**src/rtl/exu_lsuagu_split_pkg.sv**
```systemverilog
// Shared encodings for the LSU address-generation unit: FSM states, access size codes
// and the default boundary-split policy.
package exu_lsuagu_split_pkg;

  typedef enum logic [2:0] {
    ST_IDLE = 3'd0,
    ST_CMD1 = 3'd1,
    ST_RSP1 = 3'd2,
    ST_CMD2 = 3'd3,
    ST_RSP2 = 3'd4,
    ST_WBCK = 3'd5
  } state_e;

  localparam logic [1:0] SZ_B = 2'b00;
  localparam logic [1:0] SZ_H = 2'b01;
  localparam logic [1:0] SZ_W = 2'b10;
  localparam logic [1:0] SZ_D = 2'b11;

  localparam bit SPLIT_EN_DEFAULT = 1'b1;

endpackage

```
**src/rtl/exu_lsuagu_algn.sv**
```systemverilog
// Combinational lane alignment: store-data rotation, two-beat byte mask, and load
// extraction with sign/zero extension.
module exu_lsuagu_algn
  import exu_lsuagu_split_pkg::*;
#(
  parameter  int XLEN = 32,
  localparam int B    = XLEN / 8,
  localparam int LB   = $clog2(B)
) (
  input  logic [LB-1:0]   i_off,
  input  logic [1:0]      i_size,
  input  logic            i_usign,
  input  logic            i_cross,
  input  logic [XLEN-1:0] i_rs2,
  input  logic [XLEN-1:0] i_rdata1,
  input  logic [XLEN-1:0] i_rdata2,
  output logic [XLEN-1:0] o_wdata,
  output logic [2*B-1:0]  o_mask,
  output logic [XLEN-1:0] o_ldata
);

  logic [LB+2:0]     w_sh;
  logic [2*XLEN-1:0] w_cat;
  logic [XLEN-1:0]   w_raw;
  logic [XLEN-1:0]   w_keep;
  logic              w_sign;
  logic [2*B-1:0]    w_base;

  assign w_sh = {i_off, 3'b000};

  // Upper half of the doubled word shifted left is a left rotation.
  assign o_wdata = XLEN'(({i_rs2, i_rs2} << w_sh) >> XLEN);

  always_comb begin
    w_base = '0;
    case (i_size)
      SZ_B: w_base = (2*B)'(8'h01);
      SZ_H: w_base = (2*B)'(8'h03);
      SZ_W: w_base = (2*B)'(8'h0F);
      SZ_D: w_base = (2*B)'(8'hFF);
    endcase
  end

  assign o_mask = w_base << i_off;

  assign w_cat = i_cross ? {i_rdata2, i_rdata1} : {{XLEN{1'b0}}, i_rdata1};
  assign w_raw = XLEN'(w_cat >> w_sh);

  always_comb begin
    w_keep = '1;
    w_sign = 1'b0;
    case (i_size)
      SZ_B: begin w_keep = XLEN'(8'hFF);         w_sign = w_raw[7];  end
      SZ_H: begin w_keep = XLEN'(16'hFFFF);      w_sign = w_raw[15]; end
      SZ_W: begin w_keep = XLEN'(32'hFFFF_FFFF); w_sign = w_raw[31]; end
      SZ_D: begin end
    endcase
  end

  assign o_ldata = (w_raw & w_keep) | ({XLEN{w_sign & ~i_usign}} & ~w_keep);

endmodule

```
**src/rtl/exu_lsuagu_split.sv**
```systemverilog
// LSU address-generation unit: EA adder, one- or two-beat ICB command/response FSM,
// and aligned load write-back with misaligned / bus-error commit flags.
module exu_lsuagu_split
  import exu_lsuagu_split_pkg::*;
#(
  parameter int XLEN      = 32,
  parameter int ADDR_SIZE = 32,
  parameter bit SPLIT_EN  = SPLIT_EN_DEFAULT
) (
  input  logic                 clk,
  input  logic                 rst_n,
  input  logic                 agu_i_valid,
  output logic                 agu_i_ready,
  input  logic [XLEN-1:0]      agu_i_rs1,
  input  logic [XLEN-1:0]      agu_i_rs2,
  input  logic [XLEN-1:0]      agu_i_imm,
  input  logic                 agu_i_load,
  input  logic                 agu_i_store,
  input  logic [1:0]           agu_i_size,
  input  logic                 agu_i_usign,
  output logic                 agu_o_valid,
  input  logic                 agu_o_ready,
  output logic [XLEN-1:0]      agu_o_wbck_wdat,
  output logic                 agu_o_cmt_ld,
  output logic                 agu_o_cmt_stamo,
  output logic                 agu_o_cmt_misalgn,
  output logic                 agu_o_cmt_buserr,
  output logic [ADDR_SIZE-1:0] agu_o_cmt_badaddr,
  output logic                 agu_icb_cmd_valid,
  input  logic                 agu_icb_cmd_ready,
  output logic [ADDR_SIZE-1:0] agu_icb_cmd_addr,
  output logic                 agu_icb_cmd_read,
  output logic [XLEN-1:0]      agu_icb_cmd_wdata,
  output logic [XLEN/8-1:0]    agu_icb_cmd_wmask,
  input  logic                 agu_icb_rsp_valid,
  output logic                 agu_icb_rsp_ready,
  input  logic [XLEN-1:0]      agu_icb_rsp_rdata,
  input  logic                 agu_icb_rsp_err
);

  localparam int B  = XLEN / 8;
  localparam int LB = $clog2(B);

  state_e               r_state, w_state_nxt;
  logic [ADDR_SIZE-1:0] r_ea, r_badaddr;
  logic [XLEN-1:0]      r_rs2, r_rdata1, r_rdata2;
  logic [1:0]           r_size;
  logic                 r_usign, r_load, r_store, r_cross, r_misalgn, r_buserr;

  logic [ADDR_SIZE-1:0] w_ea_in, w_a0, w_a1;
  logic [LB+3:0]        w_end_in;
  logic                 w_cross_in, w_misalgn_in, w_acc, w_cmd, w_wbck, w_fault;
  logic [XLEN-1:0]      w_wdata, w_ldata;
  logic [2*B-1:0]       w_mask;

  assign w_ea_in      = ADDR_SIZE'(agu_i_rs1 + agu_i_imm);
  assign w_end_in     = (LB+4)'(w_ea_in[LB-1:0]) + ((LB+4)'(1) << agu_i_size);
  assign w_cross_in   = w_end_in > (LB+4)'(B);
  // Doubleword on a 32-bit datapath can never be served, so it is reported as misaligned.
  assign w_misalgn_in = ((agu_i_size == SZ_D) && (XLEN == 32)) || (w_cross_in && !SPLIT_EN);
  assign w_acc        = agu_i_valid && agu_i_ready;

  assign w_a0 = r_ea & ~ADDR_SIZE'(B - 1);
  assign w_a1 = w_a0 + ADDR_SIZE'(B);

  always_ff @(posedge clk or negedge rst_n) begin
    if (!rst_n) r_state <= ST_IDLE;
    else        r_state <= w_state_nxt;
  end

  always_comb begin
    w_state_nxt = r_state;
    case (r_state)
      ST_IDLE: if (agu_i_valid) w_state_nxt = w_misalgn_in ? ST_WBCK : ST_CMD1;
      ST_CMD1: if (agu_icb_cmd_ready) w_state_nxt = ST_RSP1;
      ST_RSP1: if (agu_icb_rsp_valid)
                 w_state_nxt = (agu_icb_rsp_err || !r_cross) ? ST_WBCK : ST_CMD2;
      ST_CMD2: if (agu_icb_cmd_ready) w_state_nxt = ST_RSP2;
      ST_RSP2: if (agu_icb_rsp_valid) w_state_nxt = ST_WBCK;
      ST_WBCK: if (agu_o_ready) w_state_nxt = ST_IDLE;
      default: w_state_nxt = ST_IDLE;
    endcase
  end

  always_ff @(posedge clk or negedge rst_n) begin
    if (!rst_n) begin
      r_ea      <= '0;
      r_badaddr <= '0;
      r_rs2     <= '0;
      r_rdata1  <= '0;
      r_rdata2  <= '0;
      r_size    <= '0;
      r_usign   <= 1'b0;
      r_load    <= 1'b0;
      r_store   <= 1'b0;
      r_cross   <= 1'b0;
      r_misalgn <= 1'b0;
      r_buserr  <= 1'b0;
    end else begin
      if (w_acc) begin
        r_ea      <= w_ea_in;
        r_badaddr <= w_ea_in;
        r_rs2     <= agu_i_rs2;
        r_size    <= agu_i_size;
        r_usign   <= agu_i_usign;
        r_load    <= agu_i_load;
        r_store   <= agu_i_store;
        r_cross   <= w_cross_in;
        r_misalgn <= w_misalgn_in;
        r_buserr  <= 1'b0;
      end
      if (r_state == ST_RSP1 && agu_icb_rsp_valid) begin
        r_rdata1 <= agu_icb_rsp_rdata;
        if (agu_icb_rsp_err) r_buserr <= 1'b1;
      end
      if (r_state == ST_RSP2 && agu_icb_rsp_valid) begin
        r_rdata2 <= agu_icb_rsp_rdata;
        if (agu_icb_rsp_err) begin
          r_buserr  <= 1'b1;
          r_badaddr <= w_a1;
        end
      end
    end
  end

  exu_lsuagu_algn #(.XLEN(XLEN)) u_algn (
    .i_off    (r_ea[LB-1:0]),
    .i_size   (r_size),
    .i_usign  (r_usign),
    .i_cross  (r_cross),
    .i_rs2    (r_rs2),
    .i_rdata1 (r_rdata1),
    .i_rdata2 (r_rdata2),
    .o_wdata  (w_wdata),
    .o_mask   (w_mask),
    .o_ldata  (w_ldata)
  );

  assign w_cmd   = (r_state == ST_CMD1) || (r_state == ST_CMD2);
  assign w_wbck  = (r_state == ST_WBCK);
  assign w_fault = r_misalgn || r_buserr;

  assign agu_i_ready       = (r_state == ST_IDLE);
  assign agu_icb_cmd_valid = w_cmd;
  assign agu_icb_cmd_addr  = !w_cmd ? '0 : (r_state == ST_CMD2) ? w_a1 : w_a0;
  assign agu_icb_cmd_read  = w_cmd && r_load;
  assign agu_icb_cmd_wdata = w_cmd ? w_wdata : '0;
  assign agu_icb_cmd_wmask = (r_state == ST_CMD1) ? w_mask[B-1:0] :
                             (r_state == ST_CMD2) ? w_mask[2*B-1:B] : '0;
  assign agu_icb_rsp_ready = (r_state == ST_RSP1) || (r_state == ST_RSP2);

  assign agu_o_valid       = w_wbck;
  assign agu_o_cmt_ld      = w_wbck && r_load;
  assign agu_o_cmt_stamo   = w_wbck && r_store;
  assign agu_o_cmt_misalgn = w_wbck && r_misalgn;
  assign agu_o_cmt_buserr  = w_wbck && r_buserr;
  assign agu_o_cmt_badaddr = (w_wbck && w_fault) ? r_badaddr : '0;
  assign agu_o_wbck_wdat   = (w_wbck && r_load && !w_fault) ? w_ldata : '0;

endmodule
```
**config.mk**
```make
export PLATFORM = sky130hd
export DESIGN_NAME = exu_lsuagu_split
export DESIGN_NICKNAME = d
export VERILOG_FILES = /design/src/rtl/exu_lsuagu_split_pkg.sv /design/src/rtl/exu_lsuagu_algn.sv /design/src/rtl/exu_lsuagu_split.sv
export SDC_FILE = /design/constraint.sdc
export NUM_CORES = 1
export LEC_CHECK = 0
export CORE_MARGIN = 2
export CORE_UTILIZATION = 24
export CTS_CLUSTER_DIAMETER = 120
export DETAILED_ROUTE_END_ITERATION = 6
export GPL_TIMING_DRIVEN = 0
export PLACE_DENSITY_LB_ADDON = 0.08
export RECOVER_POWER = 100
export SETUP_SLACK_MARGIN = 0.15
export SYNTH_ARGS = -nofsm -noshare
export SYNTH_HDL_FRONTEND = slang
export SYNTH_SLANG_ARGS = --single-unit
```
**constraint.sdc**
```tcl
create_clock -name clk -period 4.94 [get_ports clk]
set_input_delay 0.741 -clock clk [delete_from_list [all_inputs] [get_ports clk]]
set_output_delay 0.741 -clock clk [all_outputs]
set_load 0.01 [all_outputs]
```
---- Word-level counts from Yosys, hierarchy flattened ----
Index checks and enable logic that the tools add are counted.
storage, ports and cells
  flip-flop bits (word level) ............. 171
  bits in latches ......................... 0
  memory bits (writable) .................. 0
  memory bits (read-only) ................. 0
  input bits .............................. 140
  output and inout port bits .............. 141
  logic and storage cells ................. 89
  memories kept ........................... 0
operators by class
  add/sub/neg operators ................... 3
  multiply operators ...................... 0
  divide/modulo/power cells ............... 0
  $lt $le $gt $ge ......................... 1
  equal/unequal tests ..................... 15
  shifts and indexed selects .............. 4
  multiplexer cells ....................... 28
  bitwise operators ....................... 6
  reductions and logical operators ........ 19
operators by type and width
  operator                                                       count
  2-to-1 mux 32 bit                                              8
  AND 32 bit                                                     2
  2-to-1 mux 64 bit                                              1
  one-hot mux 32 bit (2 select lines)                            1
  << shifter 64 x 5 -> 64 bit                                    1
  >> shifter 64 x 5 -> 32 bit                                    1
  adder 32 x 3 -> 32 bit, second input constant                  1
  adder 32 bit                                                   1
  inverter 32 bit                                                1
  bitwise OR 32 bit                                              1
  one-hot mux 8 bit (4 select lines)                             1
  2-to-1 mux 3 bit                                               8
  one-hot mux 3 bit (6 select lines)                             1
  inequality test 2 bit, second input constant                   6
  logical AND 1 bit                                              10
  2-to-1 mux 4 bit                                               2
  << shifter 8 x 2 -> 8 bit                                      1
  adder 2 x 6 -> 6 bit                                           1
  equality test 2 bit, second input constant                     3
  equality test 3 x 2 -> 1 bit, second input constant            2
  equality test 3 bit, second input constant                     2
  greater-than comparator 6 x 3 -> 1 bit, second input constant  1
  AND reduction 6 bit                                            1
  << shifter 1 x 2 -> 6 bit, first input constant                1
  other kinds (10)                                               18

---- Logic depth before layout (Yosys ltp) ----
  depth in word-level cells ............... 7
  mapped depth ............................ 10
  mapped depth without buffers ............ 9

---- Modules after synthesis ----
From an unflattened synthesis, not the netlist that was laid out.
unflattened totals
  cell total of the unflattened synthesis .. 1340
  area total of the unflattened synthesis .. 12286.8 um^2
modules (own cells, without submodules)
  module            times used  cells each  area an instance (um^2)  seq. area each (um^2)
  exu_lsuagu_split  1           1167        10400.0                  4279.1
  exu_lsuagu_algn   1           173         1886.8                   0.0

---- Worst setup path after synthesis ----
No wires, ideal clock.
  path kind ............................... input to register
  start point ............................. input agu_i_rs1[0]
  end point ............................... register r_badaddr[26]
  library setup time ...................... 150 ps
  arrival time ............................ 2712 ps
  data required time ...................... 4790 ps
  setup slack ............................. 2078 ps
  stages .................................. 9
  buffers on the path ..................... 0
  path through ............................ ha_1 fa_1 a21o_1 a221oi_4 o21bai_1 and3_1 o21ai_0 mux2i_1 a41oi_1
between the ends
  word-level cells in the longest chain between the ends .. 4
RTL lines
  item                  line                     RTL
  start, declared       exu_lsuagu_split.sv:14   input logic [XLEN-1:0] agu_i_rs1,
  adder 32 bit *        exu_lsuagu_split.sv:56   assign w_ea_in = ADDR_SIZE'(agu_i_rs1 + agu_i_imm);
  2-to-1 mux 32 bit *   exu_lsuagu_split.sv:100  if (w_acc) begin
  2-to-1 mux 32 bit     exu_lsuagu_split.sv:118  if (agu_icb_rsp_err) begin
  2-to-1 mux 32 bit *   exu_lsuagu_split.sv:116  if (r_state == ST_RSP2 && agu_icb_rsp_valid) begin
  end signal, assigned  exu_lsuagu_split.sv:102  r_badaddr <= w_ea_in;
  end signal, assigned  exu_lsuagu_split.sv:120  r_badaddr <= w_a1;
  end, declared         exu_lsuagu_split.sv:45   logic [ADDR_SIZE-1:0] r_ea, r_badaddr;
Every way passes the cells marked *; elsewhere a longest branch is shown, timed or not.
A chain may end at the register's enable or synchronous reset.

---- Final worst setup path ----
  start point ............................. register r_ea[0]
  end point ............................... output agu_icb_cmd_wmask[3]
between the ends
  word-level cells in the longest chain between the ends .. 3
RTL lines
  item                         line                     RTL
  start, declared              exu_lsuagu_split.sv:45
  start signal, assigned       exu_lsuagu_split.sv:101  r_ea <= w_ea_in;
  << shifter 8 x 2 -> 8 bit *  exu_lsuagu_algn.sv:44    assign o_mask = w_base << i_off;
  2-to-1 mux 4 bit             exu_lsuagu_split.sv:149  (r_state == ST_CMD2) ? w_mask[2*B-1:B] : '0;
  2-to-1 mux 4 bit *           exu_lsuagu_split.sv:148  assign agu_icb_cmd_wmask = (r_state == ST_CMD1) ? w_mask[B-1:0] :
  end, declared                exu_lsuagu_split.sv:34   output logic [XLEN/8-1:0] agu_icb_cmd_wmask,
Marks and branches as above.

==> metrics.txt <==
setup bufs post-CTS 0; filler cell count in the final layout 5,195; placeable core region about 49,000 um^2; number of core rows 81; Max rail drop VDD 0.179 mV; Avg WL per Cell 21.3 um; most frequent cells after synthesis 239 x sky130_fd_sc_hd__nand2_1, 163 x sky130_fd_sc_hd__dfrtp_1, 108 x sky130_fd_sc_hd__nor2_1, 81 x sky130_fd_sc_hd__a21oi_1, 75 x sky130_fd_sc_hd__and2_1; top-count cell post-synth sky130_fd_sc_hd__nand2_1; P&R area growth vs syn 34.9%; status finished with violations; share of synthesized flip-flops with an asynchronous set or reset 100%; Post-Route Skew ~10 ps; Top-Level Pins 281; post-route DRC violation count 0; distinct cell type count after synthesis 74; initial antenna violation count 2; number of sinks driven by the clock tree 163; arrival time at the worst endpoint slightly below 4000 ps; worst max-slew margin expressed relative to the limit -149%; Synth Warn # 0; clock tree from TritonCTS done; dpl hpwl 37,700 um; largest net degree at the start of global routing 104; first-pass GRT wire length 73,300 um; die height approximately 230 um; fraction of layout instances using a drive strength above 1 ~9.7%; Clock Tree Buf Depth 2; failing checks capacitance limit, slew limit; number of enable flip-flop cells after synthesis 0; Final Util 32.7%; Routed WL 49,300 um; number of design-rule violations left by the first detailed-router iteration 610; vias 11,141; Min Hold Slack 503 ps; Startpoint Class register; Synth area leaders sky130_fd_sc_hd__dfrtp_1 34%, sky130_fd_sc_hd__nand2_1 7.6%, sky130_fd_sc_hd__mux4_2 6.1%; power density relative to cell area 533 nW/um^2; Final Hold Violating Endpoints 0; endpoint class of the critical path output pin; die area just over 50,000 um^2; setup repair after global routing missed its margin no; number of nets still failing antenna checks after routing 0; count of mapped cells out of synthesis 1,341; DIE WIDTH around 230 um; final critical delay including setup and external delays 4600 ps; number of global-route vias before repair about 11,000; classification of the worst-slack hold path register to register; H-tree Lvls 4; sequential fraction of the synthesis area roughly a third; Clk pin slew, worst setup/hold paths 70 ps; largest driver fanout on the critical path 10; proportion of netlist area held by the largest area contributor 34.5%; CTS hold repair buffers 0; critical path start-end classification register to output pin; Clk pwr share approximately 15%; FMAX about 220 MHz; overall global routing resource usage 19.5%; Root Buffer Master sky130_fd_sc_hd__clkbuf_16; detailed-route vias per instance around 4.8; Psw 3.71 mW; primary flip-flop cell chosen by synthesis mapping sky130_fd_sc_hd__dfrtp_1; WP data required 4200 ps; initial core utilization 24.3%; Final nets 1,815; worst slew pin tran 3730 ps; fraction of power consumed by combinational cells 54.5%; Port-buffer cells 278; internal power of the cells approximately 4.8 mW; area leader, netlist sky130_fd_sc_hd__dfrtp_1; number of iterations in the first detailed-routing pass 4; post-synthesis instance area 11,800 um^2; FF+latch count, synth around 160; average size of a mapped cell 8.82 um^2; power share of the sequential group 30.1%; setup tns final 0 ps; remaining global-route overflow 0; clock insertion delay at the later pin of the skew report 460 ps; endpoints failing setup 0; weighted congestion reported at the end of routability-driven placement 0.850; Leakage Power between 6 and 7 nW; number of max-slew violations in the final report 61; CTS buffer count 17; share of total power consumed by net switching 43.6%; MaxCap Viol Count 2; share of the clock period used by the worst path 93.1%; number of gates given a new drive strength after cts 0
-- critical path, cell delays in order, from the launching register on --
cell and delay, ps:
sky130_fd_sc_hd__dfrtp_1 470, sky130_fd_sc_hd__buf_2 310, sky130_fd_sc_hd__clkbuf_1 680, sky130_fd_sc_hd__clkbuf_1 590, sky130_fd_sc_hd__o21ai_0 180, sky130_fd_sc_hd__a221oi_1 520, sky130_fd_sc_hd__clkdlybuf4s50_1 640
-- registers in the layout, indices dropped and copies added, names as in the netlist --
name / flops
r_badaddr: 32
r_ea: 32
r_rdata1: 32
r_rs2: 32
r_rdata2: 24
r_state: 3
r_size: 2
r_buserr: 1
r_cross: 1
r_load: 1
r_misalgn: 1
r_store: 1
r_usign: 1
-- cell families (layout without fill, tap and decap cells) --
logic type / count (synthesis) / after routing / synth area share [%]
other cells: 1 / 3 / 0.0317
buf+inv: 111 / 421 / 3.99
compound gates: 265 / 265 / 15.1
fa+ha+maj: 35 / 35 / 3.83
mux: 124 / 124 / 14.5
simple gates: 575 / 575 / 23.0
flops: 163 / 163 / 34.5
xor+xnor: 67 / 67 / 4.96
-- cell type report --
cell class / count / area, um^2 / share of cell area (%)
antenna: 1 / 2.50 / 0.0157
buffer: 98 / 408 / 2.56
clock buffer: 22 / 464 / 2.91
clock inverter: 9 / 82.6 / 0.518
inverter: 13 / 48.8 / 0.306
multi-input combinational: 1068 / 7240 / 45.3
sequential: 163 / 4080 / 25.6
tap: 664 / 831 / 5.21
timing repair buffer: 279 / 2800 / 17.6
-- routing by layer --
layer  global-route usage, %  up-vias  part of all wire [%]
met2                    33.8      290                    49
met4                    5.06        0                   1.7
li1                        -     5343                     -
met1                    25.3     5472                    45
met5                       0        -                     0
met3                    2.72       36                   3.9
-- power groups by stage --
stage | Combinational [mW] | Sequential (mW) | Clock, mW
2_1_floorplan | 3.04 | 2.37 | 0
4_1_cts | 4.81 | 2.56 | 1.35
3_3_place_gp | 4.76 | 2.56 | 0
6_report | 4.64 | 2.56 | 1.31
3_5_place_dp | 4.79 | 2.57 | 0
5_1_grt | 5.11 | 2.66 | 1.41
-- layout by cell type (no fill, tap or decap), types with 11 or more instances in the layout --
| cell type | n |
|---|---|
| sky130_fd_sc_hd__o21a_1 | 14 |
| sky130_fd_sc_hd__buf_2 | 16 |
| sky130_fd_sc_hd__nand2b_1 | 11 |
| sky130_fd_sc_hd__nor2_1 | 108 |
| sky130_fd_sc_hd__dlygate4sd3_1 | 98 |
| sky130_fd_sc_hd__clkdlybuf4s50_1 | 179 |
| sky130_fd_sc_hd__and2_0 | 32 |
| sky130_fd_sc_hd__a21oi_1 | 81 |
| sky130_fd_sc_hd__mux4_2 | 32 |
| sky130_fd_sc_hd__and3_1 | 15 |
| sky130_fd_sc_hd__dfrtp_1 | 163 |
| sky130_fd_sc_hd__nand2_1 | 239 |
| sky130_fd_sc_hd__xnor2_1 | 22 |
| sky130_fd_sc_hd__ha_1 | 33 |
| sky130_fd_sc_hd__nor2b_1 | 27 |
| sky130_fd_sc_hd__a211oi_1 | 25 |
| sky130_fd_sc_hd__mux2i_1 | 32 |
| sky130_fd_sc_hd__nand4_1 | 20 |
| sky130_fd_sc_hd__o21ai_0 | 43 |
| sky130_fd_sc_hd__clkbuf_1 | 78 |
| sky130_fd_sc_hd__nand3_1 | 31 |
| sky130_fd_sc_hd__mux2_2 | 60 |
| sky130_fd_sc_hd__inv_1 | 13 |
| sky130_fd_sc_hd__clkbuf_16 | 17 |
| sky130_fd_sc_hd__nor3_1 | 16 |
| sky130_fd_sc_hd__and2_1 | 43 |
| sky130_fd_sc_hd__xor2_1 | 45 |
| sky130_fd_sc_hd__a22oi_1 | 15 |
-- final timing paths --
check,to,slack (ps),depth (start not counted),startpoint
max,agu_icb_cmd_wmask[3],340,6,r_ea[0]
min,r_rdata1[1],500,1,r_rdata1[1]
max reg2reg,r_badaddr[14],1220,8,r_state[1]
min reg2reg,r_rdata1[1],500,1,r_rdata1[1]
max in group asynchronous,r_ea[19],1280,1,rst_n
min in group asynchronous,r_rs2[20],1540,1,rst_n
-- stage by stage --
step	area, um^2	total power, mW	setup WS, ps	cells
6_report	16000	8.51	343	2317
2_1_floorplan	11800	5.41	2080	1342
5_1_grt	16000	9.17	213	2316
3_5_place_dp	15500	7.36	921	2285
3_3_place_gp	15400	7.32	-4580	2284
4_1_cts	16000	8.71	403	2316
(Power assumes the default switching activity.)
